[src/rtl/sauria_drain_pkg.sv]
// Shared types and defaults for the psum drain path.
package sauria_drain_pkg;

  localparam int unsigned FP_W_DEFAULT   = 16;
  localparam int unsigned N_ROWS_DEFAULT = 8;

  typedef enum logic {
    DRAIN_IDLE   = 1'b0,
    DRAIN_ACTIVE = 1'b1
  } drain_state_e;

  // Row-index width, never below one bit so N_ROWS=1 still has a port.
  function automatic int unsigned idx_width(input int unsigned n);
    return (n > 1) ? $clog2(n) : 1;
  endfunction

endpackage

[src/rtl/psum_drain_unit_if.sv]
// Snapshot-in / element-stream-out bundle of the psum drain unit.
interface psum_drain_unit_if
  import sauria_drain_pkg::*;
#(
  parameter int unsigned FP_W   = FP_W_DEFAULT,
  parameter int unsigned N_ROWS = N_ROWS_DEFAULT,
  parameter int unsigned IDX_W  = idx_width(N_ROWS)
);

  logic                   i_snap_valid;
  logic [N_ROWS*FP_W-1:0] i_psums;
  logic                   o_snap_ready;
  logic                   o_stall;
  logic [FP_W-1:0]        o_data;
  logic                   o_valid;
  logic                   i_ready;
  logic                   o_last;
  logic [IDX_W-1:0]       o_row_idx;
  logic                   o_busy;

  // Drain unit side.
  modport master (
    input  i_snap_valid, i_psums, i_ready,
    output o_snap_ready, o_stall, o_data, o_valid, o_last, o_row_idx, o_busy
  );

  // Array controller / SRAM feeder side.
  modport slave (
    output i_snap_valid, i_psums, i_ready,
    input  o_snap_ready, o_stall, o_data, o_valid, o_last, o_row_idx, o_busy
  );

endinterface

[src/rtl/psum_shift_buf.sv]
// Parallel-load column buffer that shifts toward row 0; row 0 is the head.
module psum_shift_buf #(
  parameter int unsigned FP_W   = 16,
  parameter int unsigned N_ROWS = 8
) (
  input  logic                   clk,
  input  logic                   rst_n,
  input  logic                   load,
  input  logic                   shift,
  input  logic [N_ROWS*FP_W-1:0] din,
  output logic [FP_W-1:0]        head
);

  localparam int unsigned BUF_W = N_ROWS * FP_W;

  logic [BUF_W-1:0] buf_q;

  // Load has priority over shift; vacated top row fills with zero.
  always_ff @(posedge clk or negedge rst_n) begin
    if (!rst_n) begin
      buf_q <= '0;
    end else if (load) begin
      buf_q <= din;
    end else if (shift) begin
      buf_q <= buf_q >> FP_W;
    end
  end

  assign head = buf_q[FP_W-1:0];

endmodule

[src/rtl/psum_drain_unit.sv]
// Captures a column of psums and streams it row by row, with one pending snapshot.
module psum_drain_unit
  import sauria_drain_pkg::*;
#(
  parameter int unsigned FP_W   = FP_W_DEFAULT,
  parameter int unsigned N_ROWS = N_ROWS_DEFAULT,
  parameter int unsigned IDX_W  = idx_width(N_ROWS)
) (
  input  logic              i_clk,
  input  logic              i_rstn,
  psum_drain_unit_if.master bus
);

  localparam int unsigned BUF_W = N_ROWS * FP_W;

  drain_state_e     state_q, state_d;
  logic [IDX_W-1:0] row_idx_q, row_idx_d;
  logic [BUF_W-1:0] pend_q;
  logic             pend_full_q, pend_full_d;
  logic             pend_load;
  logic             act_load;
  logic             act_shift;
  logic [BUF_W-1:0] act_din;
  logic [FP_W-1:0]  act_head;

  logic accept;
  logic hs;
  logic at_last;

  assign accept  = bus.i_snap_valid & ~pend_full_q;
  assign hs      = (state_q == DRAIN_ACTIVE) & bus.i_ready;
  assign at_last = (row_idx_q == IDX_W'(N_ROWS - 1));

  // Next state, row index, pending flag and buffer load/shift controls.
  always_comb begin
    state_d     = state_q;
    row_idx_d   = row_idx_q;
    pend_full_d = pend_full_q;
    pend_load   = 1'b0;
    act_load    = 1'b0;
    act_shift   = 1'b0;
    act_din     = bus.i_psums;

    unique case (state_q)
      DRAIN_IDLE: begin
        if (accept) begin
          act_load  = 1'b1;
          row_idx_d = '0;
          state_d   = DRAIN_ACTIVE;
        end
      end
      DRAIN_ACTIVE: begin
        if (hs && at_last) begin
          row_idx_d = '0;
          if (pend_full_q) begin
            // Pending snapshot follows without a bubble; ready is low so no accept.
            act_load    = 1'b1;
            act_din     = pend_q;
            pend_full_d = 1'b0;
          end else if (accept) begin
            act_load = 1'b1;
          end else begin
            state_d = DRAIN_IDLE;
          end
        end else begin
          if (hs) begin
            act_shift = 1'b1;
            row_idx_d = row_idx_q + IDX_W'(1);
          end
          if (accept) begin
            pend_load   = 1'b1;
            pend_full_d = 1'b1;
          end
        end
      end
      default: state_d = DRAIN_IDLE;
    endcase
  end

  // FSM, row index and pending-full registers.
  always_ff @(posedge i_clk or negedge i_rstn) begin
    if (!i_rstn) begin
      state_q     <= DRAIN_IDLE;
      row_idx_q   <= '0;
      pend_full_q <= 1'b0;
    end else begin
      state_q     <= state_d;
      row_idx_q   <= row_idx_d;
      pend_full_q <= pend_full_d;
    end
  end

  // Pending snapshot storage.
  always_ff @(posedge i_clk or negedge i_rstn) begin
    if (!i_rstn) begin
      pend_q <= '0;
    end else if (pend_load) begin
      pend_q <= bus.i_psums;
    end
  end

  psum_shift_buf #(
    .FP_W   (FP_W),
    .N_ROWS (N_ROWS)
  ) u_active_buf (
    .clk   (i_clk),
    .rst_n (i_rstn),
    .load  (act_load),
    .shift (act_shift),
    .din   (act_din),
    .head  (act_head)
  );

  assign bus.o_valid      = (state_q == DRAIN_ACTIVE);
  assign bus.o_data       = act_head;
  assign bus.o_row_idx    = row_idx_q;
  assign bus.o_last       = (state_q == DRAIN_ACTIVE) & at_last;
  assign bus.o_snap_ready = ~pend_full_q;
  assign bus.o_stall      = bus.i_snap_valid & pend_full_q;
  assign bus.o_busy       = (state_q == DRAIN_ACTIVE) | pend_full_q;

endmodule
[src/flat_wrapper.sv]
// flat-port wrapper written by rule: the top's interface ports become plain ports
module psum_drain_unit_flat import sauria_drain_pkg::*;
#(
  parameter int unsigned FP_W   = FP_W_DEFAULT,
  parameter int unsigned N_ROWS = N_ROWS_DEFAULT,
  parameter int unsigned IDX_W  = idx_width(N_ROWS)
)
  (i_clk, i_rstn, bus_i_snap_valid, bus_i_psums, bus_i_ready, bus_o_snap_ready, bus_o_stall, bus_o_data, bus_o_valid, bus_o_last, bus_o_row_idx, bus_o_busy);
  psum_drain_unit_if #(.FP_W(FP_W), .N_ROWS(N_ROWS), .IDX_W(IDX_W)) bus_i ();
  input  logic i_clk;
  input  logic i_rstn;
  input wire logic [$bits(bus_i.i_snap_valid)-1:0] bus_i_snap_valid;
  input wire logic [$bits(bus_i.i_psums)-1:0] bus_i_psums;
  input wire logic [$bits(bus_i.i_ready)-1:0] bus_i_ready;
  output wire logic [$bits(bus_i.o_snap_ready)-1:0] bus_o_snap_ready;
  output wire logic [$bits(bus_i.o_stall)-1:0] bus_o_stall;
  output wire logic [$bits(bus_i.o_data)-1:0] bus_o_data;
  output wire logic [$bits(bus_i.o_valid)-1:0] bus_o_valid;
  output wire logic [$bits(bus_i.o_last)-1:0] bus_o_last;
  output wire logic [$bits(bus_i.o_row_idx)-1:0] bus_o_row_idx;
  output wire logic [$bits(bus_i.o_busy)-1:0] bus_o_busy;
  assign bus_i.i_snap_valid = bus_i_snap_valid;
  assign bus_i.i_psums = bus_i_psums;
  assign bus_i.i_ready = bus_i_ready;
  assign bus_o_snap_ready = bus_i.o_snap_ready;
  assign bus_o_stall = bus_i.o_stall;
  assign bus_o_data = bus_i.o_data;
  assign bus_o_valid = bus_i.o_valid;
  assign bus_o_last = bus_i.o_last;
  assign bus_o_row_idx = bus_i.o_row_idx;
  assign bus_o_busy = bus_i.o_busy;
  psum_drain_unit #(.FP_W(FP_W), .N_ROWS(N_ROWS), .IDX_W(IDX_W)) u_core (.i_clk(i_clk), .i_rstn(i_rstn), .bus(bus_i));
endmodule
[config.mk]
export PLATFORM = sky130hd
export DESIGN_NAME = psum_drain_unit_flat
export DESIGN_NICKNAME = d
export VERILOG_FILES = /design/src/rtl/sauria_drain_pkg.sv /design/src/rtl/psum_drain_unit_if.sv /design/src/rtl/psum_shift_buf.sv /design/src/rtl/psum_drain_unit.sv /design/src/flat_wrapper.sv
export SDC_FILE = /design/constraint.sdc
export NUM_CORES = 1
export LEC_CHECK = 0
export ABC_AREA = 1
export CORE_MARGIN = 4
export CORE_UTILIZATION = 56
export DETAILED_ROUTE_END_ITERATION = 7
export PLACE_DENSITY = 0.9
export SYNTH_ARGS = -nofsm -noshare
export SYNTH_HDL_FRONTEND = slang
export SYNTH_HIERARCHICAL = 1
export SYNTH_SLANG_ARGS = --single-unit
[constraint.sdc]
create_clock -name i_clk -period 3 [get_ports i_clk]
set_input_delay 0.75 -clock i_clk [delete_from_list [all_inputs] [get_ports i_clk]]
set_output_delay 0.75 -clock i_clk [all_outputs]
set_load 0.1 [all_outputs]
==> results of run 1 <==
[worst reg2reg max path, stage by stage (launching register included)]
cell     delay (ns)
dfrtp_1        0.40
ha_1           0.17
ha_1           0.40
nand3_4        0.21
nor2_4         0.16
buf_4          0.43
nand2_1        0.13
nand2_1        0.11
nand2_1        0.08
nand3_1        0.12
[layer usage]
layer / part of all wire [%] / up-vias / track usage (%)
li1: - / 5636 / -
met1: 39 / 5687 / 37.1
met2: 48 / 678 / 45.6
met3: 9.4 / 93 / 5.63
met4: 3.4 / 0 / 8.95
met5: 0 / - / 0
[through the flow]
| step | cell area, um2 | hold slack, ns | utilization [%] | worst slack, ns |
|---|---|---|---|---|
| global route | 15300 | 0.285 | 67.6 | 0.279 |
| finish | 15300 | 0.219 | 67.6 | 0.355 |
| global placement | 14400 | 0.453 | 63.6 | 0.433 |
| floorplan | 12900 | 0.442 | - | 0.121 |
| detailed placement | 14400 | 0.458 | 63.6 | 0.363 |
| CTS | 15300 | 0.260 | 67.6 | 0.357 |
[state kept, by name, indices dropped and copies added (netlist names)]
signal and cells:
u_core/pend_q 128, u_core/u_active_buf/buf_q 128, u_core/bus.o_row_idx 3, u_core/bus.o_valid 1
u_core/pend_full_q 1
[logic make-up after synthesis]
group / Yosys count
buffers and inverters: 165
AOI/OAI and AO/OA: 2
DFF: 261
and+or+nand+nor: 1323
adders and majority gates: 2
[final timing paths]
path	from	to	slack, ns
hold / removal	i_rstn	u_core/pend_q[96]	0.22
hold reg to reg	u_core/pend_q[13]	u_core/pend_q[13]	0.47
setup / recovery	u_core/bus.o_row_idx[0]	bus_o_last	0.36
min in group i_clk	u_core/pend_q[13]	u_core/pend_q[13]	0.47
max in group asynchronous	i_rstn	u_core/pend_full_q	1.99
setup reg to reg	u_core/bus.o_row_idx[0]	u_core/u_active_buf/buf_q[89]	0.72
[placed cells by master, fill, tap and decap left out, drive strengths merged]
master / netlist / final
inv: 25 / 26
clkinvlp: 0 / 1
a21oi: 1 / 1
ha: 2 / 2
buf: 132 / 55
clkinv: 0 / 6
nand3: 326 / 326
nand2: 988 / 988
bufinv: 0 / 3
nor2: 7 / 7
clkbuf: 8 / 38
nand4: 2 / 2
o21ai: 1 / 1
clkdlybuf4s50: 0 / 130
dfrtp: 261 / 261
[final cells by class]
| cell class | count | area [um2] | share of cell area [%] |
|---|---|---|---|
| clock buffers | 38 | 767 | 5.01 |
| inverters | 25 | 93.8 | 0.613 |
| multi-input cells | 1327 | 5490 | 35.9 |
| repair buffers | 185 | 1930 | 12.6 |
| well taps | 285 | 357 | 2.33 |
| clock inverters | 11 | 136 | 0.891 |
| flip-flops and latches | 261 | 6530 | 42.7 |
[power by group through the flow]
stage | clock [mW] | combinational, mW | sequential (mW)
after floorplan | 0 | 2.81 | 5.79
after global placement | 0 | 3.75 | 5.89
after detailed placement | 0 | 3.92 | 5.93
after CTS | 3.44 | 3.93 | 5.91
after global routing | 3.61 | 4.40 | 6.08
final | 3.41 | 3.94 | 5.95
==> results_dict.tcl, run 1 <==
set metrics [dict create \
    skew_ns 0.0154 \
    finalSetupTns_ns 0 \
    fill_cells 1704 \
    die_w_um 160 \
    worstPathCellList "ha_1, ha_1, nand2_1, inv_1, buf_12" \
    outcome "complete, no violations" \
    viasPerCell 5.67 \
    rows 55 \
    setup_viol 0 \
    yosysTopAreaCell "dfrtp_1" \
    switching_share_pct 37.5 \
    port_buffers 155 \
    power_frac_seq_pct 44.8 \
    layout-drive-gt1-share_pct 5.85 \
    ys.flop_type "dfrtp_1" \
    drv_cap 0 \
    crit_path_end_kind "output port" \
    cts_hold_buf 0 \
    dp_cells 2083 \
    reg2reg_depth 9 \
    gp_congestion 0.873 \
    cts_tree "yes" \
    drtPass1Iterations 6 \
    synthAdderAreaFrac_pct 0.194 \
    grt_pass1_wl_um 59400 \
    hold_path.class "in -> async" \
    post_synth_and_or_nand_nor_area_fraction_pct 41.9 \
    p_switching_mw 4.98 \
    antenna_found_initial 0 \
    overflow 0 \
    critPathMaxFanout 5 \
    ys_top_cells_by_area "dfrtp_1, nand2_1, nand3_1, buf_2, buf_4" \
    num_vias 12094 \
    antenna_cells 0 \
    post_cts_buffers 0 \
    total_leakage_power_nw 8.21 \
    synthTopCellsByCount "nand2_1, nand3_1, dfrtp_1" \
    fp.coreArea_um2 22600 \
    totalWireLength_um 35800 \
    cp-start-kind "register" \
    synth.avg_cell_area_um2 7.34 \
    synth_xor_area_share_pct 0 \
    track_usage_pct 27.7 \
    drv_slew 0 \
    dp_hpwl_um 22600 \
    final_nets 1961 \
    start_util_pct 56.9 \
    cp_num_cells 5 \
    clk_pin_slew_ns 0.06 \
    synth_enable_flop_cells 0 \
    muxShareOfSynthArea_pct 0 \
    cts_buffers 27 \
    instances_no_fill 2132 \
    post-route-min-period_ns 2.64 \
    rsz0062_at_grt "false" \
    max_freq_mhz 378 \
    drc 0 \
    power_density_nw_per_um2 868 \
    syn_nets 1887 \
    critPathRequiredTime_ns 2.25 \
    cts_root_buf "clkbuf_16" \
    antenna_left 0 \
    ys_seq_area_share_pct 50.7 \
    async_flop_share_pct 100 \
    fin_crit_sh_pct 88.2 \
    arrival_ns 1.89 \
    synth_cell_types 16 \
    clockBufferDepth 3 \
    slowest_delay_ns 0.40 \
    worstMarginPinSlew_ns 0.706 \
    ios 156 \
    path_delay_family "adder cells" \
    cpMaxStageDelayCell "dfrtp_1" \
    clock_latency_ns 0.53 \
    cts_sinks 261 \
    die_y_um 160 \
    syn2layout_area_growth_pct 18.9 \
    cpMostUsedCell "ha_1" \
    grt_pass1_vias 11947 \
    cts_resized 0 \
    dieArea_um2 25500 \
    ys_ff_latch 261 \
    cts_max_level 1 \
    relSlewSlack_pct 52.9 \
    clkPwrFrac_pct 25.6 \
    p_total_mw 13.3 \
    vdd_drop_max_uv 519 \
    synth_warnings 6 \
    critPathBufInv 2 \
    power.internal_mw 8.31 \
    crit_type "reg -> out" \
    syn_area_um2 12900 \
    grt_max_degree 86 \
    wl_per_cell_um 16.8 \
    drt_iter0_markers 1655 \
    p_comb_share_pct 29.6 \
    post-synth-top-area-fraction_pct 50.7 \
    synth_top_family_by_area "simple AND/OR/NAND/NOR gates" \
    finalHoldViolations 0 \
    yosysMostFrequentCell "nand2_1" \
    synth_cells 1753 \
    synth_compound_area_share_pct 0.0777 \
]
Power figures use the tool's default switching activity.
==> run 2: changes to the inputs <==
PLACE_DENSITY = 0.82   (was 0.9)
SLEW_MARGIN = 0   (was default)
==> run 2 against run 1 <==
- non-clock buffer count down 3
- final cell count down 0.28%
- routed wire length down 0.32%
- register-to-register slack better by 0.02 ns
- core utilization down 0.28 points
- clock power down 5%
- critical path depth down 2
- setup slack better by 0.019 ns
- power down 1.5%
- combinational power about the same
- sequential cell count unchanged
- sequential share of layout area up 0.18 points
- critical path type unchanged
- highest routed layer unchanged
==> results_dict.tcl, run 2 (synthesized netlist as in run 1, its figures left out) <==
set metrics [dict create \
    place_ws_ns 0.383 \
    cts_root_buf "clkbuf_16" \
    critPathMaxFanout 9 \
    ios 156 \
    cts_tree "yes" \
    overflow 0 \
    start_util_pct 56.9 \
    grt_pass1_wl_um 58900 \
    final_nets 1958 \
    grt_max_degree 129 \
    rows 55 \
    antenna_cells 0 \
    final_common_cell "nand2_1" \
    cts_resized 0 \
    holdWs_ns 0.177 \
    viasPerCell 5.57 \
    track_usage_pct 27.7 \
    gp_congestion 0.873 \
    die_w_um 160 \
    die_y_um 160 \
    p_switching_mw 4.92 \
    skew_ns 0.0110 \
    drt_iter0_markers 1372 \
    p_total_mw 13.1 \
    outcome "complete, no violations" \
    total_leakage_power_nw 8.17 \
    drc 0 \
    power.internal_mw 8.17 \
    critPathRequiredTime_ns 2.25 \
    p_comb_share_pct 30.0 \
    relSlewSlack_pct 56.7 \
    finalWorstSetupSlack_ns 0.374 \
    rsz0062_at_grt "false" \
    post_cts_buffers 0 \
    setup_viol 0 \
    power_frac_seq_pct 45.2 \
    arrival_ns 1.88 \
    crit_type "reg -> out" \
    cts_max_level 1 \
    antenna_left 0 \
    syn2layout_area_growth_pct 18.4 \
    clk_pin_slew_ns 0.06 \
    clkPwrFrac_pct 24.8 \
    fp.coreArea_um2 22600 \
    finalSetupTns_ns 0 \
    cts_hold_buf 0 \
    layout_common_cells "nand2_1, nand3_1, dfrtp_1, clkdlybuf4s50_1, buf_4" \
    finalHoldViolations 0 \
    dieArea_um2 25500 \
    switching_share_pct 37.6 \
    power_density_nw_per_um2 858 \
    drv_slew 0 \
    cts_sinks 261 \
    drv_cap 0 \
    clockBufferDepth 3 \
    totalWireLength_um 35700 \
    worstMarginPinSlew_ns 0.649 \
    instances_no_fill 2126 \
    cp-start-kind "register" \
    layout-drive-gt1-share_pct 5.49 \
    hold_path.class "in -> async" \
    drtPass1Iterations 6 \
    grt_pass1_vias 11684 \
    port_buffers 155 \
    dp_hpwl_um 22600 \
    max_freq_mhz 381 \
    antenna_found_initial 0 \
    post-route-min-period_ns 2.63 \
    vdd_drop_max_uv 471 \
    num_vias 11832 \
    clock_latency_ns 0.53 \
    dp_cells 2080 \
    cts_buffers 27 \
    wl_per_cell_um 16.8 \
    fin_crit_sh_pct 87.5 \
    crit_path_end_kind "output port" \
]
-- run 2: final timing paths --
path                                    startpoint                             to  slack, ns  cells after the start
min reg2reg                      u_core/pend_q[78]              u_core/pend_q[78]       0.47                      2
max in group asynchronous                   i_rstn  u_core/u_active_buf/buf_q[63]       2.04                      2
max reg2reg                u_core/bus.o_row_idx[0]  u_core/u_active_buf/buf_q[36]       0.74                      8
min in group i_clk               u_core/pend_q[78]              u_core/pend_q[78]       0.47                      2
max                             u_core/bus.o_valid                     bus_o_busy       0.37                      3
min                                         i_rstn              u_core/pend_q[29]       0.18                      1
-- run 2: per-layer routing --
layer / global-route usage [%] / share of wire (%) / vias up
li1: - / - / 5624
met1: 38.1 / 41 / 5635
met2: 45.5 / 48 / 499
met3: 4.36 / 7.0 / 74
met4: 9.43 / 3.1 / 0
met5: 0 / 0 / -
-- run 2: final cells by class --
class,count,area [um2]
Sequential cell,261,6530
Inverter,25,93.8
Clock buffer,41,798
Clock inverter,5,52.6
Tap cell,285,357
Multi-Input combinational cell,1327,5490
Timing Repair Buffer,182,1920
Fill cell,1832,7390
-- run 2: per-stage QoR --
step	utilization (%)	area, um2
floorplan	-	12900
global placement	63.6	14400
detailed placement	63.6	14400
CTS	67.4	15200
global route	67.4	15200
finish	67.4	15200
-- run 2: critical path: stages (launching register included) --
cell and delay, ns:
dfrtp_1 0.57, inv_1 0.19, nand2_1 0.24, buf_4 0.34
-- run 2: power groups by stage --
stage / Clock, mW / Combinational, mW / Sequential, mW
5_1_grt: 3.46 / 4.40 / 6.06
6_report: 3.25 / 3.93 / 5.91
2_1_floorplan: 0 / 2.81 / 5.79
4_1_cts: 3.29 / 3.94 / 5.89
3_3_place_gp: 0 / 3.77 / 5.86
3_5_place_dp: 0 / 3.91 / 5.92
